[src/rtl/nn_rgb_pkg.sv]
// Shared constants and types for the RGB565 camera capture path.
// Frame geometry defaults, address/counter widths and the capture FSM state type.
package nn_rgb_pkg;

  localparam int unsigned H_PIXELS_DEF = 320;
  localparam int unsigned V_LINES_DEF  = 240;
  localparam int unsigned FRAME_SIZE   = H_PIXELS_DEF * V_LINES_DEF;

  // The frame buffer is at most 128K pixels; counters carry one extra bit so
  // they can hold a value equal to a 128K line length without wrapping.
  localparam int unsigned ADDR_W = 17;
  localparam int unsigned CNT_W  = 18;

  typedef enum logic [1:0] {
    StIdle,
    StWaitFrame,
    StCapture,
    StDone
  } cap_state_e;

  function automatic int unsigned calc_frame_size(input int unsigned h, input int unsigned v);
    return h * v;
  endfunction

endpackage

[src/rtl/edge_det.sv]
// Two-stage input register with rise/fall detection.
// s1 is the once-registered input; edges compare s1 against the second stage.
module edge_det (
  input  logic clk,
  input  logic rst_n,
  input  logic sig_i,
  output logic s1_o,
  output logic rise_o,
  output logic fall_o
);

  logic s1_d, s1_q;
  logic s2_d, s2_q;

  always_comb begin
    s1_d = sig_i;
    s2_d = s1_q;
  end

  always_ff @(posedge clk or negedge rst_n) begin
    if (!rst_n) begin
      s1_q <= 1'b0;
      s2_q <= 1'b0;
    end else begin
      s1_q <= s1_d;
      s2_q <= s2_d;
    end
  end

  assign s1_o   = s1_q;
  assign rise_o = s1_q & ~s2_q;
  assign fall_o = ~s1_q & s2_q;

endmodule

[src/rtl/capture_ctrl.sv]
// Camera capture controller: packs byte pairs into RGB565 pixels and writes them
// to a frame buffer, one frame per vsync low period, with overflow detection.
module capture_ctrl
  import nn_rgb_pkg::*;
#(
  parameter int unsigned H_PIXELS = H_PIXELS_DEF,
  parameter int unsigned V_LINES  = V_LINES_DEF
) (
  input  logic              clk,
  input  logic              rst_n,
  input  logic              enable_i,
  input  logic              vsync_i,
  input  logic              href_i,
  input  logic [7:0]        data_i,
  output logic [ADDR_W-1:0] addr_o,
  output logic [15:0]       pixel_o,
  output logic              we_o,
  output logic              frame_done_o,
  output logic              busy_o,
  output logic              overflow_o
);

  // H_PIXELS * V_LINES must not exceed 131072 (17-bit address space).
  localparam int unsigned       FrameSize = calc_frame_size(H_PIXELS, V_LINES);
  localparam logic [ADDR_W-1:0] LastAddr  = ADDR_W'(FrameSize - 1);
  localparam logic [CNT_W-1:0]  HMax      = CNT_W'(H_PIXELS);
  localparam logic [CNT_W-1:0]  VMax      = CNT_W'(V_LINES);

  logic vs_s1, vs_rise, vs_fall;
  logic hr_s1, hr_rise, hr_fall;

  edge_det u_vsync_det (
    .clk    (clk),
    .rst_n  (rst_n),
    .sig_i  (vsync_i),
    .s1_o   (vs_s1),
    .rise_o (vs_rise),
    .fall_o (vs_fall)
  );

  edge_det u_href_det (
    .clk    (clk),
    .rst_n  (rst_n),
    .sig_i  (href_i),
    .s1_o   (hr_s1),
    .rise_o (hr_rise),
    .fall_o (hr_fall)
  );

  cap_state_e        state_d, state_q;
  logic [7:0]        data_s1_d, data_s1_q;
  logic [ADDR_W-1:0] addr_d, addr_q;
  logic [ADDR_W-1:0] addr_out_d, addr_out_q;
  logic [15:0]       pixel_d, pixel_q;
  logic              we_d, we_q;
  logic              done_d, done_q;
  logic              busy_d, busy_q;
  logic              ovf_d, ovf_q;
  logic [CNT_W-1:0]  pix_cnt_d, pix_cnt_q;
  logic [CNT_W-1:0]  line_cnt_d, line_cnt_q;
  logic              phase_d, phase_q;
  logic [7:0]        hi_d, hi_q;
  logic              cmp_d, cmp_q;
  logic [15:0]       cmp_pix_d, cmp_pix_q;
  logic              phase_cur;

  always_comb begin
    state_d    = state_q;
    data_s1_d  = data_i;
    addr_d     = addr_q;
    addr_out_d = addr_out_q;
    pixel_d    = pixel_q;
    we_d       = 1'b0;
    ovf_d      = ovf_q;
    pix_cnt_d  = pix_cnt_q;
    line_cnt_d = line_cnt_q;
    phase_d    = phase_q;
    hi_d       = hi_q;
    cmp_d      = 1'b0;
    cmp_pix_d  = cmp_pix_q;
    // The first byte of a line is always a high byte.
    phase_cur  = hr_rise ? 1'b0 : phase_q;

    // Write stage: one cycle behind pixel completion.
    if (cmp_q && enable_i) begin
      we_d       = 1'b1;
      pixel_d    = cmp_pix_q;
      addr_out_d = addr_q;
      if (addr_q != LastAddr) begin
        addr_d = addr_q + 1'b1;
      end
    end

    unique case (state_q)
      StIdle: begin
        if (enable_i) begin
          state_d = StWaitFrame;
        end
      end
      StWaitFrame: begin
        if (!enable_i) begin
          state_d = StIdle;
        end else if (vs_fall) begin
          state_d    = StCapture;
          addr_d     = '0;
          pix_cnt_d  = '0;
          line_cnt_d = '0;
          phase_d    = 1'b0;
          ovf_d      = 1'b0;
        end
      end
      StCapture: begin
        if (!enable_i) begin
          state_d = StIdle;
        end else if (vs_rise) begin
          state_d = StDone;
        end else if (!vs_fall) begin
          if (hr_fall) begin
            phase_d   = 1'b0;
            pix_cnt_d = '0;
            if (line_cnt_q < VMax) begin
              line_cnt_d = line_cnt_q + 1'b1;
            end
          end else if (hr_s1 && !vs_s1) begin
            if (!phase_cur) begin
              hi_d    = data_s1_q;
              phase_d = 1'b1;
            end else begin
              phase_d = 1'b0;
              if (pix_cnt_q < HMax && line_cnt_q < VMax) begin
                cmp_d     = 1'b1;
                cmp_pix_d = {hi_q, data_s1_q};
              end else begin
                ovf_d = 1'b1;
              end
              if (pix_cnt_q < HMax) begin
                pix_cnt_d = pix_cnt_q + 1'b1;
              end
            end
          end
        end
      end
      StDone: begin
        state_d = enable_i ? StWaitFrame : StIdle;
      end
    endcase

    busy_d = (state_d == StWaitFrame) || (state_d == StCapture);
    done_d = (state_d == StDone);
  end

  always_ff @(posedge clk or negedge rst_n) begin
    if (!rst_n) begin
      state_q    <= StIdle;
      data_s1_q  <= '0;
      addr_q     <= '0;
      addr_out_q <= '0;
      pixel_q    <= '0;
      we_q       <= 1'b0;
      done_q     <= 1'b0;
      busy_q     <= 1'b0;
      ovf_q      <= 1'b0;
      pix_cnt_q  <= '0;
      line_cnt_q <= '0;
      phase_q    <= 1'b0;
      hi_q       <= '0;
      cmp_q      <= 1'b0;
      cmp_pix_q  <= '0;
    end else begin
      state_q    <= state_d;
      data_s1_q  <= data_s1_d;
      addr_q     <= addr_d;
      addr_out_q <= addr_out_d;
      pixel_q    <= pixel_d;
      we_q       <= we_d;
      done_q     <= done_d;
      busy_q     <= busy_d;
      ovf_q      <= ovf_d;
      pix_cnt_q  <= pix_cnt_d;
      line_cnt_q <= line_cnt_d;
      phase_q    <= phase_d;
      hi_q       <= hi_d;
      cmp_q      <= cmp_d;
      cmp_pix_q  <= cmp_pix_d;
    end
  end

  assign addr_o       = addr_out_q;
  assign pixel_o      = pixel_q;
  assign we_o         = we_q;
  assign frame_done_o = done_q;
  assign busy_o       = busy_q;
  assign overflow_o   = ovf_q;

endmodule

[config.mk]
export PLATFORM = sky130hd
export DESIGN_NAME = capture_ctrl
export DESIGN_NICKNAME = d
export VERILOG_FILES = /design/src/rtl/nn_rgb_pkg.sv /design/src/rtl/edge_det.sv /design/src/rtl/capture_ctrl.sv
export SDC_FILE = /design/constraint.sdc
export NUM_CORES = 1
export LEC_CHECK = 0
export ABC_AREA = 0
export CORE_UTILIZATION = 61
export CTS_CLUSTER_DIAMETER = 100
export DETAILED_ROUTE_END_ITERATION = 6
export PLACE_DENSITY_LB_ADDON = 0.12
export SETUP_SLACK_MARGIN = 0.1
export SYNTH_ARGS = -nofsm -noshare
export SYNTH_HDL_FRONTEND = slang
export SYNTH_SLANG_ARGS = --single-unit
[constraint.sdc]
create_clock -name clk -period 5.4 [get_ports clk]
set_clock_uncertainty 0.2 [all_clocks]
set_input_delay 0.81 -clock clk [delete_from_list [all_inputs] [get_ports clk]]
set_output_delay 0.81 -clock clk [all_outputs]
set_load 0.01 [all_outputs]
==> run summary, run 1 <==
status: completed
Final Max Tran Viols: 0
Final Cycle Share: 50.82%
Final HPWL DP: 6212 um
vias in the first global route: 3,499
reg-to-reg startpoint: u_vsync_det.s1_o$_DFF_PN0_
WHS Path Cells: 0
hold endpoint: u_href_det.s2_q$_DFF_PN0_
Sink Count: 130
DRT antenna net count: 0
Synth async-reset ratio: 100.0%
FF+latch count, synth: 130
sequential area share after synthesis: 60.52%
Post-CTS Hold Buffers: 0
static leakage: 3.039 nW
clock latency at the later pin of the worst-skew pair: 510 ps
drt total wl: 9876 um
Post-synth EDFFs: 0
Peak VDD IR: 0.0002934 V
largest net degree at the start of global routing: 89
Pre-antenna DRT Iters: 5
Tmin final: 2744 ps
die area: 0.009191 mm2
main flop type after synthesis: dfrtp_1
# IOs: 50
# rows: 33
DR vias: 3,410
Hold Path Class: flop to flop
GRT Util Overall: 24.33%
Critical Path Start: enable_i
first-pass GRT wire length: 16,630 um
GR Layer Usage met1: 31.85%
final hold slack: 257.6 ps
CTS tree: done
design area: 0.006586 mm2
Fillers: 496
Pwr Density: 347.1 mW/mm2
element type at the critical path end: flop
syn avg cell area: 12.98 um2
Setup TNS: 0 ps
met2 usage: 38.81%
DR DRC count: 0
Yosys warning count: 0
placement-stage cell area: 0.005952 mm2
Diodes inserted: 0
chip width: 95.87 um
initial antenna violation count: 0
CP required: 5590 ps
r2r setup slk: 2670 ps
Setup WS pre-CTS: 2113 ps
CTS root buffer: clkbuf_8
min-delay src: u_href_det.s1_o$_DFF_PN0_
Mapped Area: 0.005375 mm2
final net count: 492
final setup margin: 2656 ps
FF-to-FF path depth: 6
Final setup viols: 0
Die Y: 95.87 um
share of layout cells above drive strength 1: 21.19%
max-capacitance violation count: 0
post-synth net total: 433
met3 GRT Util: 6.477%
layer with the highest usage: met2
clock-pin slew on the worst setup and hold paths: 60 ps
CTS HTree Levels: 4
vias per cell: 5.770
Syn Inst Count: 414
Slew headroom: 28.73%
CP max FO: 22
Yosys cell types: 54
routability cong.: 0.8461
total CTS buffers: 17
post-CTS sizing: 0
Tot Pwr: 2.286 mW
CTS max path bufs: 2
DR WL/cell: 16.71 um
Final Hold Vio Count: 0
worst reg2reg endpoint: pix_cnt_q[7]$_DFFE_PN0P_
setup repair after global routing missed its margin: no
fmax: 364.4 MHz
kind of critical path: input pin to flop
buffer count from post-CTS setup fixing: 0
Initial Utilization: 64.13%
Layout Area Growth over Synthesis: 22.53%
CP startpoint kind: input pin
Port Buf Inserts: 49
Worst Max-Slew Pin Slew: 1069 ps
Core Area: 0.008382 mm2
GRT Residual Overflow: 0
Crit path arrival time: 2930 ps
Iter 0 DRT Violations: 129
[how the worst max path moves through the flow]
stage,endpoint,slack [ps]
2_1_floorplan,cmp_pix_q[10]$_DFFE_PN0P_,2910
3_3_place_gp,pixel_o[13]$_DFFE_PN0P_,2170
3_5_place_dp,pixel_o[15]$_DFFE_PN0P_,2110
4_1_cts,pixel_o[8]$_DFFE_PN0P_,2650
5_1_grt,pix_cnt_q[7]$_DFFE_PN0P_,2450
6_report,pixel_o[6]$_DFFE_PN0P_,2660
[power breakdown]
part           internal, mW  switching [mW]  total (mW)
Clock                 0.790           0.417        1.21
Sequential            0.994          0.0166        1.01
Combinational        0.0255          0.0419      0.0674
[critical path, stage by stage]
cell,delay (ps)
clkdlybuf4s50_1,600
nand2_1,560
inv_2,560
mux2_2,390
[per-layer routing]
metal,routed length [um],vias to the layer above
met2,4868,68
met4,186,0
met3,336,16
met5,0,-
li1,-,1592
met1,4484,1734
[final cells by class]
type	instances	area, um2	share of cell area [%]
Timing Repair Buffer	51	503.0	7.637
Sequential cell	130	3253	49.39
Tap cell	105	131.4	1.995
Multi-Input combinational cell	266	2038	30.95
Clock inverter	11	175.2	2.660
Clock buffer	21	459.2	6.972
Inverter	7	26.28	0.3989
[cell usage after synthesis (3+ instances only)]
cell,n,share of area [%]
and2_1,18,2.1
inv_1,6,0.42
nand3_1,16,1.5
nor4_1,11,1.3
nor3_1,9,0.84
mux2_4,10,2.8
buf_1,3,0.21
o31ai_1,3,0.42
nor2_1,31,2.2
a21oi_1,10,0.93
and4_1,4,0.65
nand4_1,9,1.0
nand2_1,20,1.4
nor4b_1,3,0.49
nand2b_1,3,0.35
o21ai_0,8,0.74
xnor2_1,18,2.9
clkbuf_1,6,0.42
dfrtp_1,130,61
ha_1,6,1.4
mux2_2,46,9.6
or3_1,6,0.70
[cells in the final DEF, fill, tap and decap left out, types with 4 or more instances in the layout]
| master | n |
|---|---|
| inv_1 | 6 |
| and4_1 | 4 |
| dfrtp_1 | 130 |
| nand3_1 | 16 |
| xnor2_1 | 18 |
| nand4_1 | 9 |
| nor4_1 | 11 |
| nand2_1 | 20 |
| and2_1 | 18 |
| o21ai_0 | 8 |
| nor3_1 | 9 |
| nor2_1 | 30 |
| bufinv_16 | 4 |
| clkbuf_8 | 4 |
| clkdlybuf4s50_1 | 48 |
| ha_1 | 6 |
| mux2_2 | 46 |
| a21oi_1 | 10 |
| or3_1 | 6 |
| mux2_4 | 10 |
| clkbuf_16 | 16 |
[flip-flops by register name, summed over array words and instances, names as in the netlist]
| name | cells |
|---|---|
| we_o | 1 |
| pixel_o | 16 |
| addr_q | 17 |
| phase_q | 1 |
| u_href_det.s1_o | 1 |
| cmp_q | 1 |
| addr_o | 17 |
| u_vsync_det.s1_o | 1 |
| pix_cnt_q | 18 |
| cmp_pix_q | 16 |
| line_cnt_q | 18 |
| state_q | 2 |
| overflow_o | 1 |
| u_vsync_det.s2_q | 1 |
| u_href_det.s2_q | 1 |
| data_s1_q | 8 |
| frame_done_o | 1 |
| busy_o | 1 |
| hi_q | 8 |
[stage by stage]
step,instances,util (%)
floorplan,414,-
global placement,559,71.01
detailed placement,559,71.01
CTS,591,78.58
global route,591,78.58
finish,591,78.58
[cell families (layout without fill, tap and decap cells)]
family                     after synthesis  after routing  synth area share, %
AOI/OAI and AO/OA                       34             34                4.330
xor gates and xnor gates                20             20                3.259
adders and majority gates                6              6                1.397
buffers and inverters                   18             90                1.606
DFF                                    130            130                60.52
muxes                                   57             57                12.62
and+or+nand+nor                        149            149                16.27
Power figures use the tool's default switching activity.
==> run 2, diff against run 1 <==
Settings changed: CORE_UTILIZATION 61 to 57.
Clock period 5.4 ns to 2.75 ns, I/O delays scaled along.
==> run summary, run 2 (synthesis results as in run 1) <==
routability cong.: 0.8023 (was 0.8461)
CTS root buffer: clkbuf_8 (unchanged)
most frequent cells in the layout: dfrtp_1, clkdlybuf4s50_1, mux2_2 (unchanged)
final net count: 501 (was 492)
DR vias: 3,442 (was 3,410)
reg-to-reg startpoint: u_vsync_det.s1_o$_DFF_PN0_ (unchanged)
Sink Count: 130 (unchanged)
slowest stage delay, CP: 550 ps (was 600 ps)
die area: 0.009823 mm2 (was 0.009191 mm2)
Crit-path slowest cell: or4b_4 (was clkdlybuf4s50_1)
CTS max path bufs: 2 (unchanged)
Pwr Density: 637.7 mW/mm2 (was 347.1 mW/mm2)
worst reg2reg endpoint: pix_cnt_q[7]$_DFFE_PN0P_ (unchanged)
CP required: 2980 ps (was 5590 ps)
# IOs: 50 (unchanged)
Initial Utilization: 58.45% (was 64.13%)
Port Buf Inserts: 49 (unchanged)
family with the most delay on the worst path: simple AND/OR/NAND/NOR gates (was buffers and inverters)
GRT Util Overall: 22.39% (was 24.33%)
clock latency at the later pin of the worst-skew pair: 510 ps (about the same)
total CTS buffers: 17 (unchanged)
r2r setup slk: 230 ps (was 2670 ps)
DR WL/cell: 16.18 um (was 16.71 um)
Tmin final: 2520 ps
Slew headroom: 55.85% (was 28.73%)
Pre-antenna DRT Iters: 4 (was 5)
max-capacitance violation count: 0 (unchanged)
Worst Max-Slew Pin Slew: 657.9 ps (was 1069 ps)
CTS HTree Levels: 4 (unchanged)
Diodes inserted: 0 (unchanged)
static leakage: 3.059 nW (was 3.039 nW)
setup repair after global routing missed its margin: no (unchanged)
status: completed (unchanged)
Setup TNS: 0 ps (unchanged)
critical path depth: 7 (was 4)
GRT Residual Overflow: 0 (unchanged)
Iter 0 DRT Violations: 132 (was 129)
CP startpoint kind: flop (was input pin)
final hold slack: 132.0 ps (was 257.6 ps)
# rows: 35 (was 33)
Top Registers: line_cnt_q x18, pix_cnt_q x18 (unchanged)
element type at the critical path end: flop (unchanged)
DRT antenna net count: 0 (unchanged)
DR DRC count: 0 (unchanged)
Final Max Tran Viols: 0 (unchanged)
Final Hold Vio Count: 0 (unchanged)
share of layout cells above drive strength 1: 23.03% (was 21.19%)
Buf/Inv on CP: 1 (was 2)
chip width: 99.11 um (was 95.87 um)
largest net degree at the start of global routing: 73 (was 89)
Peak VDD IR: 0.0003699 V (was 0.0002934 V)
WHS Path Cells: 1 (was 0)
Crit path arrival time: 2750 ps (was 2930 ps)
# placed instances: 571 (was 559)
fmax: 396.8 MHz
vias per cell: 5.680 (was 5.770)
CP cell instances: inv_1 -> ha_1 -> or4b_4 -> a211oi_4 -> a21oi_4 -> or4_1 -> a21oi_1 (was clkdlybuf4s50_1 -> nand2_1 -> inv_2 -> mux2_2)
Hold Path Class: input pin to flop (was flop to flop)
vias in the first global route: 3,497 (was 3,499)
drt total wl: 9808 um (was 9876 um)
commonest non-fill, non-tap cell in the layout: dfrtp_1 (unchanged)
first-pass GRT wire length: 16,950 um (was 16,630 um)
Core Area: 0.009196 mm2 (was 0.008382 mm2)
Layout Area Growth over Synthesis: 23.72% (was 22.53%)
Util after Layout: 72.31% (was 78.58%)
kind of critical path: flop to flop (was input pin to flop)
FF-to-FF path depth: 7 (was 6)
initial antenna violation count: 0 (unchanged)
hold endpoint: data_s1_q[7]$_DFF_PN0_ (was u_href_det.s2_q$_DFF_PN0_)
Final setup viols: 0 (unchanged)
Die Y: 99.11 um (was 95.87 um)
CTS tree: done (unchanged)
Final Cycle Share: 91.64%
CP max FO: 13 (was 22)
min-delay src: data_i[7] (was u_href_det.s1_o$_DFF_PN0_)
fin cells: 606 (was 591)
clock-pin slew on the worst setup and hold paths: 70 ps (was 60 ps)
Final HPWL DP: 6381 um (was 6212 um)
run 2: cell count changes in the layout (fill, tap and decap cells not counted), sizes merged:
cell,before,now
dlygate4sd3,0,1
buf,3,11
bufinv,4,0
clkinv,3,1
clkinvlp,2,3
inv,9,18
clkbuf,21,17
run 2: metrics by stage:
step | area, um2 | power (mW) | setup slack (ps)
floorplan | 5375 | 2.072 | 286.4
global placement | 6027 | 2.151 | 141.1
detailed placement | 6027 | 2.156 | 78.41
CTS | 6611 | 4.280 | 162.2
global route | 6650 | 4.388 | 99.64
finish | 6650 | 4.241 | 229.9
run 2: how the worst max path moves through the flow:
stage / slack [ps] / endpoint / from
after CTS: 160 / pix_cnt_q[7]$_DFFE_PN0P_ / u_vsync_det.s1_o$_DFF_PN0_
after global placement: 140 / pix_cnt_q[5]$_DFFE_PN0P_ / u_vsync_det.s1_o$_DFF_PN0_
after global routing: 100 / pix_cnt_q[7]$_DFFE_PN0P_ / u_vsync_det.s1_o$_DFF_PN0_
after detailed placement: 80 / pix_cnt_q[7]$_DFFE_PN0P_ / u_vsync_det.s1_o$_DFF_PN0_
final: 230 / pix_cnt_q[7]$_DFFE_PN0P_ / u_vsync_det.s1_o$_DFF_PN0_
after floorplan: 290 / pix_cnt_q[3]$_DFFE_PN0P_ / u_vsync_det.s1_o$_DFF_PN0_
run 2: routing by layer:
metal | vias to the layer above | global-route usage [%] | part of all wire (%)
li1 | 1625 | - | -
met1 | 1718 | 29.70 | 45
met2 | 82 | 36.36 | 50
met3 | 17 | 5.411 | 3.3
met4 | 0 | 8.145 | 1.5
met5 | - | 0 | 0
run 2: area by class of cell:
class | instances | area (um2)
clock inverters | 15 | 155.1
inverters | 7 | 26.28
well taps | 111 | 138.9
multi-input cells | 266 | 2064
clock buffers | 17 | 414.1
fillers | 614 | 2546
repair buffers | 60 | 598.1
flip-flops and latches | 130 | 3253
run 2: power by group:
part / switching [mW] / internal (mW) / leakage (nW)
clock network: 0.943 / 1.17 / 0.274
logic: 0.0868 / 0.0581 / 1.01
registers: 0.0318 / 1.95 / 1.78
run 2: what timing repair did:
action / 4_1_cts / 5_1_grt
hold endpoints to repair: 35 / 0
pin swaps: 0 / 1
gates resized for setup: 1 / 4
hold buffers: 1 / 0
buffers inserted: 0 / 2
setup endpoints to repair: 3 / 6
==> run 3, diff against run 2 <==
Settings changed: HOLD_SLACK_MARGIN from default to 0.08, PLACE_DENSITY_LB_ADDON 0.12 to 0.05.
==> run summary, run 3 (synthesis results as in run 1) <==
setup repair after global routing missed its margin: yes (was no)
Final HPWL DP: 6246 um (was 6381 um)
total CTS buffers: 17 (unchanged)
Top Registers: line_cnt_q x18, pix_cnt_q x18 (unchanged)
Pre-antenna DRT Iters: 4 (unchanged)
CTS max path bufs: 2 (unchanged)
DRT antenna net count: 0 (unchanged)
static leakage: 3.082 nW (was 3.059 nW)
slowest stage delay, CP: 600 ps (was 550 ps)
Slew headroom: 45.91% (was 55.85%)
vias in the first global route: 3,519 (was 3,497)
CP max FO: 13 (unchanged)
design area: 0.006699 mm2 (was 0.006650 mm2)
commonest non-fill, non-tap cell in the layout: dfrtp_1 (unchanged)
Core Area: 0.009196 mm2 (unchanged)
vias per cell: 5.566 (was 5.680)
Setup TNS: 0 ps (unchanged)
routability cong.: 0.8571 (was 0.8023)
drt total wl: 9725 um (was 9808 um)
fmax: 396.2 MHz (was 396.8 MHz)
DR vias: 3,384 (was 3,442)
GRT Residual Overflow: 0 (unchanged)
most frequent cells in the layout: dfrtp_1, clkdlybuf4s50_1, mux2_2 (unchanged)
# rows: 35 (unchanged)
clock latency at the later pin of the worst-skew pair: 510 ps (about the same)
reg-to-reg startpoint: u_vsync_det.s1_o$_DFF_PN0_ (unchanged)
GRT Util Overall: 22.31% (was 22.39%)
chip width: 99.11 um (unchanged)
# IOs: 50 (unchanged)
Final setup viols: 0 (unchanged)
initial antenna violation count: 0 (unchanged)
Pwr Density: 643.7 mW/mm2 (was 637.7 mW/mm2)
Worst Setup EP: pix_cnt_q[7]$_DFFE_PN0P_ (unchanged)
CTS root buffer: clkbuf_8 (unchanged)
CP cell instances: ha_1 -> or4b_4 -> a211oi_4 -> a21oi_4 -> or4_1 -> a21oi_1 (was inv_1 -> ha_1 -> or4b_4 -> a211oi_4 -> a21oi_4 -> or4_1 -> a21oi_1)
Final Cycle Share: 91.79% (was 91.64%)
placement-stage cell area: 0.006070 mm2 (was 0.006027 mm2)
CP required: 2990 ps (was 2980 ps)
Crit path arrival time: 2760 ps (was 2750 ps)
largest net degree at the start of global routing: 62 (was 73)
Hold Path Class: input pin to flop (unchanged)
DR WL/cell: 16.00 um (was 16.18 um)
Initial Utilization: 58.45% (unchanged)
Crit-path slowest cell: or4b_4 (unchanged)
buffer count from post-CTS setup fixing: 0 (unchanged)
Critical Path Start: u_vsync_det.s1_o$_DFF_PN0_ (unchanged)
Tmin final: 2524 ps (was 2520 ps)
share of layout cells above drive strength 1: 23.34% (was 23.03%)
element type at the critical path end: flop (unchanged)
clock-pin slew on the worst setup and hold paths: 60 ps (was 70 ps)
Worst Max-Slew Pin Slew: 811.3 ps (was 657.9 ps)
Layout Area Growth over Synthesis: 24.63% (was 23.72%)
Final Max Tran Viols: 0 (unchanged)
Iter 0 DRT Violations: 131 (was 132)
Die Y: 99.11 um (unchanged)
first-pass GRT wire length: 16,770 um (was 16,950 um)
Port Buf Inserts: 49 (unchanged)
r2r setup slk: 230 ps (about the same)
status: completed (unchanged)
Fillers: 651 (was 614)
Peak VDD IR: 0.0004261 V (was 0.0003699 V)
CP startpoint kind: flop (unchanged)
max-capacitance violation count: 0 (unchanged)
Final Hold Vio Count: 0 (unchanged)
CTS tree: done (unchanged)
worst reg2reg endpoint: pix_cnt_q[7]$_DFFE_PN0P_ (unchanged)
DR DRC count: 0 (unchanged)
CTS HTree Levels: 4 (unchanged)
Diodes inserted: 0 (unchanged)
die area: 0.009823 mm2 (unchanged)
kind of critical path: flop to flop (unchanged)
final net count: 503 (was 501)
FF-to-FF path depth: 6 (was 7)
Sink Count: 130 (unchanged)
[run 3: layer usage]
metal	track usage [%]	vias to the layer above	routed length, um
met5	0	-	0
met4	7.692	0	120
met1	30.14	1705	4692
met2	35.13	55	4624
met3	6.325	12	287
li1	-	1612	-
[run 3: report_power, final]
| group | internal (mW) | total [mW] | switching [mW] |
|---|---|---|---|
| logic | 0.0606 | 0.148 | 0.0871 |
| clock network | 1.36 | 2.18 | 0.819 |
| registers | 1.95 | 1.98 | 0.0324 |
| total | 3.37 | 4.31 | 0.939 |
[run 3: final cells by class]
| class | instances | area, um2 | share of cell area [%] |
|---|---|---|---|
| inverters | 7 | 26.28 | 0.3922 |
| flip-flops and latches | 130 | 3253 | 48.56 |
| clock buffers | 20 | 455.4 | 6.799 |
| clock inverters | 12 | 131.4 | 1.961 |
| well taps | 111 | 138.9 | 2.073 |
| repair buffers | 62 | 625.6 | 9.339 |
| multi-input cells | 266 | 2068 | 30.87 |
[run 3: how the worst min path moves through the flow]
stage	slack (ps)	depth (start not counted)	to	start
after floorplan	-80	0	addr_o[0]$_DFFE_PN0P_	rst_n
after global placement	240	0	u_vsync_det.s2_q$_DFF_PN0_	u_vsync_det.s1_o$_DFF_PN0_
after detailed placement	250	0	u_vsync_det.s2_q$_DFF_PN0_	u_vsync_det.s1_o$_DFF_PN0_
after CTS	120	1	u_href_det.s1_o$_DFF_PN0_	href_i
after global routing	120	1	data_s1_q[2]$_DFF_PN0_	data_i[2]
final	140	1	u_href_det.s1_o$_DFF_PN0_	href_i
[run 3: what timing repair did]
item,CTS,global route
hold buffers,1,0
gates cloned,0,0
gates resized for setup,1,4
hold endpoints to repair,57,0
pin swaps,0,1
endpoints found under the setup margin,2,7
[run 3: stage by stage]
step / total power, mW / setup slack, ps / hold WS, ps / cells / util [%]
global route: 4.454 / 73.77 / 119.1 / 608 / 72.84
floorplan: 2.072 / 286.4 / -83.09 / 414 / -
CTS: 4.356 / 197.1 / 120.3 / 608 / 72.54
finish: 4.312 / 225.8 / 139.3 / 608 / 72.84
detailed placement: 2.163 / 92.42 / 249.1 / 575 / 66.00
global placement: 2.157 / 166.2 / 235.2 / 575 / 66.00
[run 3: worst max-delay path, delay by kind of cell, from the launching register on]
family | cells | cell delay [ps]
flops | 1 | 420
simple gates | 2 | 1010
compound gates | 3 | 580
fa+ha+maj | 1 | 240
